`config.mk`:
```
export PLATFORM = sky130hd
export DESIGN_NAME = dma_channel_scheduler
export DESIGN_NICKNAME = d
export VERILOG_FILES = /design/src/rtl/dma_channel_scheduler.sv
export SDC_FILE = /design/constraint.sdc
export NUM_CORES = 1
export LEC_CHECK = 0
export ABC_AREA = 1
export CORE_AREA = 2 2 196 198
export CTS_CLUSTER_DIAMETER = 200
export DETAILED_ROUTE_END_ITERATION = 12
export DIE_AREA = 0 0 198 200
export SETUP_SLACK_MARGIN = 0.1
export SLEW_MARGIN = 40
export SYNTH_ARGS = -nofsm -noshare
export SYNTH_HDL_FRONTEND = slang
export SYNTH_SLANG_ARGS = --single-unit
```
`constraint.sdc`:
```
create_clock -name iClk -period 5.68 [get_ports iClk]
set_clock_uncertainty 0.15 [all_clocks]
set_input_delay 1.42 -clock iClk [delete_from_list [all_inputs] [get_ports iClk]]
set_output_delay 1.42 -clock iClk [all_outputs]
set_load 0.02 [all_outputs]
```
`src/rtl/dma_channel_scheduler.sv`:
```
// Round-robin scheduler sharing one DMA engine among NUM_CH descriptor-holding requesters.
// Latency: request seen at edge N -> grant after N, engine start after N+1; done pulse one edge after engine done.
// Backpressure: one transfer in flight; requesters hold iReq until their oDone, RELEASE waits for iWM_done low.
//
// Ports:
//   iClk, iReset_n        clock, asynchronous active-low reset
//   iReq                  per-channel request level
//   iSrc, iDst, iLen      flattened per-channel descriptors (channel i at [i*W +: W])
//   oGrant, oActive_ch    one-hot owner and its index while oBusy
//   oDone, oErr           one-cycle completion / watchdog-abort pulses to the owner
//   oRM_startaddress, oWM_startaddress, oLength, oStart, iWM_done   DMA engine control
//   oBusy                 high whenever the scheduler is not idle
module dma_channel_scheduler #(
    parameter int NUM_CH      = 4,
    parameter int ADDR_W      = 32,
    parameter int LEN_W       = 32,
    parameter int TIMEOUT_CYC = 65535
) (
    input  logic                          iClk,
    input  logic                          iReset_n,
    input  logic [NUM_CH-1:0]             iReq,
    input  logic [NUM_CH*ADDR_W-1:0]      iSrc,
    input  logic [NUM_CH*ADDR_W-1:0]      iDst,
    input  logic [NUM_CH*LEN_W-1:0]       iLen,
    output logic [NUM_CH-1:0]             oGrant,
    output logic [NUM_CH-1:0]             oDone,
    output logic [NUM_CH-1:0]             oErr,
    output logic [ADDR_W-1:0]             oRM_startaddress,
    output logic [ADDR_W-1:0]             oWM_startaddress,
    output logic [LEN_W-1:0]              oLength,
    output logic                          oStart,
    input  logic                          iWM_done,
    output logic                          oBusy,
    output logic [$clog2(NUM_CH)-1:0]     oActive_ch
);

    localparam int CH_W = $clog2(NUM_CH);
    localparam int WD_W = (TIMEOUT_CYC > 1) ? $clog2(TIMEOUT_CYC + 1) : 1;
    // Watchdog fires on the WAIT edge that completes the TIMEOUT_CYC-th cycle.
    localparam logic [WD_W-1:0] WD_LAST = WD_W'((TIMEOUT_CYC > 0) ? TIMEOUT_CYC - 1 : 0);

    localparam logic [1:0] S_IDLE    = 2'd0;
    localparam logic [1:0] S_LAUNCH  = 2'd1;
    localparam logic [1:0] S_WAIT    = 2'd2;
    localparam logic [1:0] S_RELEASE = 2'd3;

    logic [1:0]        state;
    logic [CH_W-1:0]   rr_ptr;
    logic [WD_W-1:0]   wd_cnt;
    logic              sel_vld;
    logic [CH_W-1:0]   sel_ch;
    logic [NUM_CH-1:0] sel_onehot;
    logic [CH_W-1:0]   next_ptr;

    // Channel index base+off, wrapped modulo NUM_CH (works for non power-of-two counts).
    function automatic logic [CH_W-1:0] rr_idx(input logic [CH_W-1:0] base, input int off);
        int sum;
        sum = int'(base) + off;
        if (sum >= NUM_CH) sum = sum - NUM_CH;
        return CH_W'(sum);
    endfunction

    // First requesting channel at or above the pointer, wrapping around.
    always_comb begin
        sel_vld = 1'b0;
        sel_ch  = '0;
        for (int k = 0; k < NUM_CH; k++) begin
            if (!sel_vld && iReq[rr_idx(rr_ptr, k)]) begin
                sel_vld = 1'b1;
                sel_ch  = rr_idx(rr_ptr, k);
            end
        end
    end

    assign sel_onehot = NUM_CH'(1) << sel_ch;
    // The served channel drops to lowest priority for the next arbitration.
    assign next_ptr   = (oActive_ch == CH_W'(NUM_CH - 1)) ? '0 : oActive_ch + 1'b1;

    always_ff @(posedge iClk or negedge iReset_n) begin
        if (!iReset_n) begin
            state            <= S_IDLE;
            rr_ptr           <= '0;
            wd_cnt           <= '0;
            oGrant           <= '0;
            oDone            <= '0;
            oErr             <= '0;
            oRM_startaddress <= '0;
            oWM_startaddress <= '0;
            oLength          <= '0;
            oStart           <= 1'b0;
            oBusy            <= 1'b0;
            oActive_ch       <= '0;
        end else begin
            oDone <= '0;
            oErr  <= '0;
            case (state)
                S_IDLE: begin
                    if (sel_vld) begin
                        oRM_startaddress <= iSrc[sel_ch*ADDR_W +: ADDR_W];
                        oWM_startaddress <= iDst[sel_ch*ADDR_W +: ADDR_W];
                        oLength          <= iLen[sel_ch*LEN_W +: LEN_W];
                        oGrant           <= sel_onehot;
                        oActive_ch       <= sel_ch;
                        oBusy            <= 1'b1;
                        state            <= S_LAUNCH;
                    end
                end
                S_LAUNCH: begin
                    // Zero-length transfers complete without touching the engine.
                    if (oLength == '0) begin
                        oDone <= oGrant;
                        state <= S_RELEASE;
                    end else begin
                        oStart <= 1'b1;
                        wd_cnt <= '0;
                        state  <= S_WAIT;
                    end
                end
                S_WAIT: begin
                    if (iWM_done) begin
                        oStart <= 1'b0;
                        oDone  <= oGrant;
                        state  <= S_RELEASE;
                    end else if (TIMEOUT_CYC != 0 && wd_cnt == WD_LAST) begin
                        oStart <= 1'b0;
                        oDone  <= oGrant;
                        oErr   <= oGrant;
                        state  <= S_RELEASE;
                    end else begin
                        wd_cnt <= wd_cnt + 1'b1;
                    end
                end
                S_RELEASE: begin
                    oGrant <= '0;
                    // A level-style engine done must drop before the next launch.
                    if (!iWM_done) begin
                        rr_ptr     <= next_ptr;
                        oBusy      <= 1'b0;
                        oActive_ch <= '0;
                        state      <= S_IDLE;
                    end
                end
                default: state <= S_IDLE;
            endcase
        end
    end

endmodule

```
After elaboration in Yosys (flattened, before gate mapping)
Cells that the tools add are included.
- input port bits: 391
- register bits after elaboration: 132
- add/sub/neg operators: 9
- bitwise operators: 1
- reduce and logical (&&, ||, !) cells: 17
- mux-type cells: 48
- $lt $le $gt $ge: 8
- equal/unequal tests: 11
- shift-type cells: 4
- operator list (cell ; number):
    $shiftx 128x8->32 ; 3
    $mux 16 ; 3
    $logic_not 32->1 ; 1
    $pmux 16 s2 ; 1
    $mux 2 ; 14
    $mux 4 ; 6
    $add 16x1->16 const B ; 1
    $eq 16x16->1 const B ; 1
    $pmux 4 s2 ; 2
    $mux 1 ; 14
    $lt 2x3->1 const B ; 4
    $ne 2x2->1 const B ; 5
    $ge 3x3->1 const B ; 3
    $reduce_and 3->1 ; 3
    $bmux 1 s2 ; 4
    $pmux 2 s4 ; 1
    $sub 2x1->2 const B ; 4
    $add 2x2->3 const B ; 2
    $eq 2x2->1 const B ; 3
    $reduce_and 2->1 ; 3
    $pmux 1 s2 ; 2
    $pmux 2 s2 ; 1
    $reduce_and 4->1 ; 1
    $reduce_bool 2->1 ; 2
    other kinds (10) ; 14

Longest topological paths before layout
Gate-level depths: netlist of the first run.
- depth after elaboration: 17
- mapped depth: 18

Worst setup path after synthesis of the first run
Ideal clock, no wire load.
- kind: input to register
- start point: input iReq[3]
- end point: register oRM_startaddress[0]
- buffers on the path: 2
- setup slack: 2.738 ns
- cell stages on the path: 14
- required time: 5.413 ns
- data arrival time: 2.675 ns
- cells stage by stage: inv_1 nand2_1 nand3_1 nand2_2 nor2_4 nand3_4 nand3_2 buf_4 buf_2 nand2_1 nand3_1 nand2_1 nand2_1 nand2_1
- word-level cells in the longest chain between the ends: 13
- RTL lines (item ; line ; RTL):
    start: declaration ; 21 ; input logic [NUM_CH-1:0] iReq,
    $bmux 1 s2 ; 68 ; if (!sel_vld && iReq[rr_idx(rr_ptr, k)]) begin
    $mux 1 (not written as such) ; 68 ;
    $mux 1 ; 68 ;
    $logic_not 1->1 ; 68 ;
    $logic_and 1x1->1 ; 68 ;
    $mux 1 ; 68 ;
    $logic_not 1->1 ; 68 ;
    $logic_and 1x1->1 ; 68 ;
    $mux 1 ; 68 ;
    $logic_not 1->1 ; 68 ;
    $logic_and 1x1->1 ; 68 ;
    $mux 2 or $mux 1 (tied branches) ; 68 ;
    $shiftx 128x8->32 or $reduce_and 2->1 (tied branches) ; - ;
    end signal: assignment ; 99 ; oRM_startaddress <= iSrc[sel_ch*ADDR_W +: ADDR_W];
    end: declaration ; 28 ; output logic [ADDR_W-1:0] oRM_startaddress,
Several ways; a longest one is shown, not always the timed one. The select of a mux whose other input is x is not followed.
A chain may end at the register's enable or synchronous reset.

Final worst setup path of the first run
- start point: input iReq[1]
- end point: register oRM_startaddress[27]
The elaborated chain is that of the path after synthesis.

==> impl_metrics.tcl, run 1 <==
set metrics [dict create \
    status "finished clean" \
    syn-num-nets 2204 \
    r2r_end "oRM_startaddress[27]" \
    initialDrtViolationCount 748 \
    max_freq_ghz 0.2419 \
    seqCellArea_um2 3303 \
    core_um2 37400 \
    pin_count 503 \
    numCtsBuffers 17 \
    drive_above_1_share_pct 3.049 \
    route.detailed.drc 0 \
    post_cts_resized 0 \
    power.leakage_nw 8.645 \
    ff2ff_setup_slack_ns 2.37 \
    row_count 71 \
    clkSlewWorstSetupHoldPaths_ns 0.06 \
    yosys.area_share.simple_pct 51.72 \
    maxSlewViolCount 0 \
    synth_xor_area_share_pct 1.068 \
    synth_top_family_by_area "simple AND/OR/NAND/NOR gates" \
    firstDrtPassIters 5 \
    grt_max_degree 193 \
    clk_path_buf_depth 2 \
    worstReg2RegStart "rr_ptr[0]" \
    syn_area_um2 10660 \
    setup_slack_ns 1.546 \
    first_global_vias 12570 \
    start_kind "primary input" \
    synth_cell_types 32 \
    yosys_register_bits 132 \
    die_width_um 198 \
    post-cts-setup-buffer-count 0 \
    nets 2616 \
    min_period_ns 4.134 \
    timing.final.crit_share_pct 72.78 \
    worst_slew_pin_slew_ns 0.8238 \
    slew_headroom_pct 45.08 \
    hold_path.class "flip-flop to flip-flop" \
    synth_compound_area_share_pct 0.9506 \
    path_delay_family "buffers and inverters" \
    cts_sinks 132 \
    die_y_um 200 \
    totalPowerFinal_mw 11.25 \
    cts_tree "yes" \
    crit_fanout 69 \
    wl_um 48390 \
    endpoint "oRM_startaddress[27]" \
    max_cap_viol_count 0 \
    grt_pass1_wl_um 72450 \
    startpoint "iReq[1]" \
    cts-root-buf "clkbuf_16" \
    drt-wirelength-per-cell_um 17.64 \
    clk_latency_ns 0.42 \
    areaGrowthSynthToFinish_pct 56.39 \
    via_per_inst 4.755 \
    rsz0062_at_grt "false" \
    nFillCells 3906 \
    antenna_found_initial 3 \
    worst-r2r-cell-count 15 \
    critPathCaptureType "flip-flop" \
    initial_utilization_pct 28.51 \
    dpl.hpwl_um 35600 \
    synth_area_leaders "nand2_1 31%, dfrtp_1 31%, nand4_1 12%" \
    synthesis.instances 1805 \
    setup_violations 0 \
    holdBufCountCts 0 \
    final_hold_viol_count 0 \
    synth_top_area_cell "nand2_1" \
    multi_input_area_um2 5857 \
    synthMuxAreaShare_pct 0 \
    yosysSeqAreaShare_pct 30.98 \
    synthAdderAreaFrac_pct 0.9389 \
    pre_cts_ws_ns 1.142 \
    layout_common_cells "892 x nand2_1, 501 x clkdlybuf4s50_1, 225 x inv_1, 201 x nand4_1, 132 x dfrtp_1" \
    overflow 0 \
    crit_top_cell "nand2_1" \
    max_stage_delay_ns 0.64 \
    yosysWarningCount 0 \
    fin_tns_setup_ns 0 \
    vias 13050 \
    cp_num_buf_inv 4 \
    peakVddDrop_mv 0.7672 \
    layout_commonest_cell "nand2_1" \
    crit_type "primary input to flip-flop" \
    cp_cell_sequence "clkdlybuf4s50_1, inv_1, nand2_1, nand3_1, nand2_2, nor2_4, nand3_1, nand3_1, nand2_4, inv_4, buf_4, nand2_1, nand2_1, nand2_1, nand2_1" \
    fp.dieArea_um2 39600 \
    ant_nets 0 \
    worst_path_max_delay_cell "inv_4" \
    htreeDepth 4 \
    powerDensity_nw_per_um2 674.7 \
    critPathArrivalTime_ns 4.34 \
    final_util_pct 44.58 \
    syn_avg_cell_area_um2 5.907 \
    grt_usage_pct 23.87 \
    crit_required_ns 5.89 \
    gp_congestion 0.9560 \
    cp_num_cells 15 \
    synth_top_area_share_pct 31.44 \
    portBuffers 502 \
]
[where the power goes]
part / switching [mW] / internal (mW) / total (mW)
Sequential: 0.332 / 1.36 / 1.69
Combinational: 5.43 / 2.86 / 8.29
Clock: 0.450 / 0.815 / 1.27
Total: 6.21 / 5.04 / 11.2
[worst min path at each step]
stage | startpoint | to | slack [ns] | cells past startpoint
global placement | oRM_startaddress[20] | oRM_startaddress[20] | 0.31 | 2
CTS | oWM_startaddress[2] | oWM_startaddress[2] | 0.33 | 2
floorplan | wd_cnt[15] | wd_cnt[15] | 0.34 | 2
global route | oRM_startaddress[15] | oRM_startaddress[15] | 0.35 | 2
detailed placement | oRM_startaddress[1] | oRM_startaddress[1] | 0.31 | 2
finish | oWM_startaddress[12] | oWM_startaddress[12] | 0.33 | 2
[kinds of logic after synthesis]
group	count (synthesis)
AO/OA/AOI/OAI	19
adder cells (fa/ha/maj)	8
buffers and inverters	361
flip-flops	132
AND/OR/NAND/NOR	1272
XOR/XNOR	13
[worst min-delay path, cell delays in order (launching register included)]
cell     delay [ns]
dfrtp_1        0.34
nand2_1        0.05
nand2_1        0.05
[layout make-up]
type / instances / share of cell area, %
clock buffers: 20 / 2.799
repair buffers: 521 / 31.89
well taps: 511 / 3.835
inverters: 233 / 5.290
clock inverters: 12 / 1.208
multi-input cells: 1312 / 35.13
flip-flops and latches: 132 / 19.81
diodes: 3 / 0.04502
[metal layers]
metal  up-vias  track usage (%)  wire length [um]
li1       6498                -                 -
met1      5976            30.29             20470
met2       482            39.07             22660
met3        93            5.192              3153
met4         0            10.64              2108
met5         -                0                 0
[cell usage after synthesis, drive strengths merged]
master / instances
and3: 1
buf: 103
clkbuf: 25
clkinv: 2
dfrtp: 132
ha: 8
inv: 231
nand2: 896
nand3: 116
nand3b: 2
nand4: 201
nor2: 39
nor3: 5
nor4: 10
nor4b: 1
o21ai: 17
o22ai: 2
or2: 1
xnor2: 3
xor2: 10
[sequential cells by signal, indices dropped and copies added, names as in the netlist, 2 cells and up]
name / flops
oWM_startaddress: 32
oLength: 32
state: 2
oErr: 4
oRM_startaddress: 32
oActive_ch: 2
oDone: 4
oGrant: 4
rr_ptr: 2
wd_cnt: 16
[metrics by stage]
| stage | area [um2] | hold WS, ns | instances |
|---|---|---|---|
| final | 16670 | 0.3278 | 2744 |
| after global routing | 16670 | 0.3509 | 2743 |
| after CTS | 16610 | 0.3303 | 2739 |
| after detailed placement | 15940 | 0.3141 | 2707 |
| after global placement | 15940 | 0.3119 | 2707 |
| after floorplan | 10660 | 0.3433 | 1805 |
Power figures use the tool's default switching activity.
==> run 2, diff against run 1 <==
- CORE_AREA: 2 2 196 198 -> 2 2 194 196
- DIE_AREA: 0 0 198 200 -> 0 0 196 198
- clock period: 5.68 -> 3.9 ns (I/O delays scaled with it)
==> impl_metrics.tcl, run 2 (synthesis results as in run 1) <==
set metrics [dict create \
    status "finished clean" \
    firstDrtPassIters 5 \
    core_um2 36960 \
    peakVddDrop_mv 0.8778 \
    worst-r2r-cell-count 16 \
    setup_slack_ns 0.8616 \
    powerDensity_nw_per_um2 985.9 \
    layout_common_cells "892 x nand2_1, 501 x clkdlybuf4s50_1, 225 x inv_1, 201 x nand4_1, 132 x dfrtp_1" \
    path_delay_family "simple AND/OR/NAND/NOR gates" \
    clk_path_buf_depth 2 \
    post_cts_resized 0 \
    grt_usage_pct 23.88 \
    totalPowerFinal_mw 16.38 \
    slew_headroom_pct 52.15 \
    htreeDepth 4 \
    portBuffers 502 \
    cts_sinks 132 \
    initialDrtViolationCount 822 \
    whs_endpoint "oWM_startaddress[16]" \
    reg_top3 "oLength (32), oRM_startaddress (32), oWM_startaddress (32)" \
    crit_top_cell "nand2_1" \
    max_stage_delay_ns 0.47 \
    route.detailed.drc 0 \
    hold_path_depth 2 \
    max_cap_viol_count 0 \
    clkSlewWorstSetupHoldPaths_ns 0.06 \
    post-cts-setup-buffer-count 0 \
    maxSlewViolCount 0 \
    fin_tns_setup_ns 0 \
    hp-start "oWM_startaddress[16]" \
    crit_required_ns 4.11 \
    areaGrowthSynthToFinish_pct 55.82 \
    holdBufCountCts 0 \
    vias 13030 \
    min_period_ns 3.038 \
    pin_count 503 \
    max_freq_ghz 0.3291 \
    gp_congestion 0.9282 \
    rsz0062_at_grt "false" \
    cp_num_buf_inv 4 \
    pre_cts_ws_ns 0.3978 \
    grt_pass1_wl_um 71590 \
    first_global_vias 12430 \
    die_width_um 196 \
    die_y_um 198 \
    drive_above_1_share_pct 3.266 \
    r2r_end "oLength[23]" \
    row_count 71 \
    critPathCaptureType "flip-flop" \
    cp_cell_sequence "clkdlybuf4s50_1, inv_1, nand2_1, nand3_1, nand2_2, nor2_4, nand3_4, nand3_4, buf_12, buf_12, nand2_1, nand2_1, nand2_1, nand2_1, nand2_1, nand2_1" \
    antenna_found_initial 7 \
    critPathArrivalTime_ns 3.25 \
    initial_utilization_pct 28.85 \
    cts_tree "yes" \
    layout_commonest_cell "nand2_1" \
    worstReg2RegStart "rr_ptr[0]" \
    cts-root-buf "clkbuf_16" \
    crit_type "primary input to flip-flop" \
    clk_latency_ns 0.43 \
    overflow 0 \
    ant_nets 0 \
    ff2ff_setup_slack_ns 1.17 \
    numCtsBuffers 17 \
    grt_max_degree 118 \
    via_per_inst 4.803 \
    power.leakage_nw 8.639 \
    wl_um 47730 \
    crit_fanout 49 \
    nets 2621 \
    final_util_pct 44.95 \
    dpl.hpwl_um 35170 \
    start_kind "primary input" \
    worst_slew_pin_slew_ns 0.7177 \
    fp.dieArea_um2 38810 \
    drt-wirelength-per-cell_um 17.59 \
    final_hold_viol_count 0 \
    timing.final.crit_share_pct 77.91 \
    worst_path_max_delay_cell "clkdlybuf4s50_1" \
    setup_violations 0 \
    hold_path.class "flip-flop to flip-flop" \
]
run 2: changes by cell type in the layout (fill, tap and decap cells not counted), sizes merged:
cell	previous run	this run
bufinv	5	2
buf	20	25
diode	3	5
clkinv	7	11
clkbuf	20	17
inv	231	232
clkinvlp	2	3
run 2: worst register-to-register path, delay by kind of cell (launching register included):
family | cells | cell delay (ns)
flops | 1 | 0.61
buf+inv | 3 | 0.60
simple gates | 13 | 1.31
run 2: layout make-up:
| class | instances | area [um2] |
|---|---|---|
| Tap cell | 474 | 593.1 |
| Sequential cell | 132 | 3303 |
| Inverter | 233 | 880.8 |
| Timing Repair Buffer | 526 | 5381 |
| Clock buffer | 17 | 425.4 |
| Multi-Input combinational cell | 1312 | 5857 |
| Antenna cell | 5 | 12.51 |
| Fill cell | 3883 | 20340 |
| Clock inverter | 15 | 158.9 |
run 2: where the power goes:
group	switching, mW	internal (mW)
logic	7.94	4.30
clock network	0.692	0.946
registers	0.516	1.98
run 2: worst max-delay path by stage:
stage,from,endpoint,cells past startpoint
final,iReq[1],oLength[23],16
after global routing,iReq[1],oLength[26],15
after CTS,iReq[1],oWM_startaddress[5],15
after detailed placement,iReq[1],oLength[26],15
after global placement,iReq[1],oLength[20],15
after floorplan,iReq[3],oRM_startaddress[0],14
run 2: through the flow:
step	hold slack, ns	std cells	cell area, um2
after floorplan	0.3433	1805	10660
after global placement	0.3119	2677	16020
after detailed placement	0.3136	2677	16020
after CTS	0.3308	2709	16600
after global routing	0.3389	2713	16610
final	0.3282	2714	16610
run 2: routing by layer:
metal | routed length [um] | up-vias | share of wire [%] | track usage [%]
met5 | 27 | - | 0.057 | 0
met4 | 1146 | 4 | 2.4 | 7.351
met3 | 3330 | 63 | 7.0 | 5.604
met2 | 23480 | 451 | 49 | 41.14
met1 | 19750 | 6012 | 41 | 29.59
li1 | - | 6504 | - | -
==> run 3, diff against run 2 <==
- CORE_AREA: 2 2 194 196 -> 2 2 198 200
- DIE_AREA: 0 0 196 198 -> 0 0 200 202
- clock period: 3.9 -> 2.6 ns (I/O delays scaled with it)
==> impl_metrics.tcl, run 3 (synthesis results as in run 1) <==
set metrics [dict create \
    timing.final.crit_share_pct 94.25 \
    fp.dieArea_um2 40400 \
    place_area_um2 16910 \
    reg_top3 "oLength (32), oRM_startaddress (32), oWM_startaddress (32)" \
    grt_usage_pct 23.94 \
    drt-wirelength-per-cell_um 17.66 \
    wl_um 50340 \
    post-route-cell-area_um2 17830 \
    cp_num_buf_inv 1 \
    firstDrtPassIters 5 \
    initial_utilization_pct 27.85 \
    start_kind "flip-flop" \
    cts_sinks 132 \
    grt_max_degree 56 \
    finalNonFillerCells 2851 \
    crit_type "flip-flop to output pin" \
    whs_ns 0.3263 \
    vias 13600 \
    dp.cells 2796 \
    setup_slack_ns 0.1494 \
    initialDrtViolationCount 762 \
    worst_slew_pin_slew_ns 0.4565 \
    final_hold_viol_count 0 \
    cts_tree "yes" \
    totalPowerFinal_mw 27.72 \
    portBuffers 502 \
    seqCellArea_um2 3307 \
    min_period_ns 2.451 \
    via_per_inst 4.770 \
    grt_pass1_wl_um 74240 \
    numCtsBuffers 17 \
    htreeDepth 4 \
    powerDensity_nw_per_um2 1555 \
    layout_commonest_cell "nand2_1" \
    core_um2 38290 \
    die_y_um 202 \
    critPathArrivalTime_ns 1.65 \
    clk_path_buf_depth 2 \
    row_count 72 \
    rsz0062_at_grt "false" \
    cp_cell_sequence "clkdlybuf4s50_1" \
    die_width_um 200 \
    clkSlewWorstSetupHoldPaths_ns 0.06 \
    path_delay_family "buffers and inverters" \
    fin_tns_setup_ns 0 \
    gp_congestion 0.9659 \
    overflow 0 \
    pin_count 503 \
    worst_path_max_delay_cell "clkdlybuf4s50_1" \
    crit_required_ns 1.80 \
    max_stage_delay_ns 0.68 \
    slew_headroom_pct 69.33 \
    setup_violations 0 \
    final_util_pct 46.57 \
    areaGrowthSynthToFinish_pct 67.22 \
    max_freq_ghz 0.4081 \
    first_global_vias 13110 \
    crit_fanout 4 \
    route.detailed.drc 0 \
    drive_above_1_share_pct 7.696 \
    layout_common_cells "881 x nand2_1, 497 x clkdlybuf4s50_1, 225 x inv_1, 201 x nand4_1, 129 x dfrtp_1" \
    nets 2712 \
    dpl.hpwl_um 38600 \
    max_cap_viol_count 0 \
    power.leakage_nw 9.260 \
    maxSlewViolCount 0 \
    nFillCells 3922 \
    multi_input_area_um2 5891 \
    critPathCaptureType "output pin" \
    status "finished clean" \
    peakVddDrop_mv 0.7551 \
    hold_path.class "flip-flop to flip-flop" \
    ant_nets 0 \
    antenna_found_initial 8 \
    clk_latency_ns 0.43 \
    cts-root-buf "clkbuf_16" \
    pre_cts_ws_ns -0.3566 \
]
run 3: changes by cell type in the layout (fill, tap and decap cells not counted), moves of 3 or more:
cell	delta
clkbuf_16	+8
clkdlybuf4s50_1	-4
dfrtp_2	+3
buf_6	+5
nand2_2	+11
nand2_1	-11
clkinvlp_4	+4
buf_12	+20
dlymetal6s2s_1	+4
buf_4	+54
dfrtp_1	-3
clkinv_4	-3
run 3: timing repair:
action | CTS | global route
setup endpoints to repair | 5 | 114
buffers inserted | 0 | 6
pin swaps | 0 | 4
hold endpoints to repair | 27 | 0
cloned | 0 | 9
hold buffers | 1 | 0
resized for setup | 3 | 25
run 3: final timing paths:
path                                 startpoint                    to  slack [ns]  cells after the start
max reg2reg                           rr_ptr[0]           oLength[16]        0.25                     15
min                        oWM_startaddress[21]  oWM_startaddress[21]        0.33                      2
max in group asynchronous              iReset_n  oRM_startaddress[15]        1.07                      3
min reg2reg                oWM_startaddress[21]  oWM_startaddress[21]        0.33                      2
max                                 oLength[11]           oLength[11]        0.15                      1
min in group asynchronous              iReset_n            wd_cnt[10]        0.54                      2
run 3: cell type report:
class	count	share of cell area, %
Multi-Input combinational cell	1312	33.04
Sequential cell	132	18.55
Timing Repair inverter	1	0.04211
Clock buffer	19	2.541
Antenna cell	7	0.09825
Clock inverter	13	0.5614
Timing Repair Buffer	616	36.56
Inverter	233	4.969
Tap cell	518	3.635
run 3: per-layer routing:
metal	share of wire (%)	track usage [%]	routed length (um)
met5	0	0	0
met4	2.8	8.624	1419
met3	7.5	6.124	3799
met2	49	40.10	24730
met1	41	29.53	20400
run 3: where the power goes:
part,switching (mW),internal [mW]
logic,12.6,9.03
registers,0.769,2.98
clock network,1.04,1.28
total,14.4,13.3
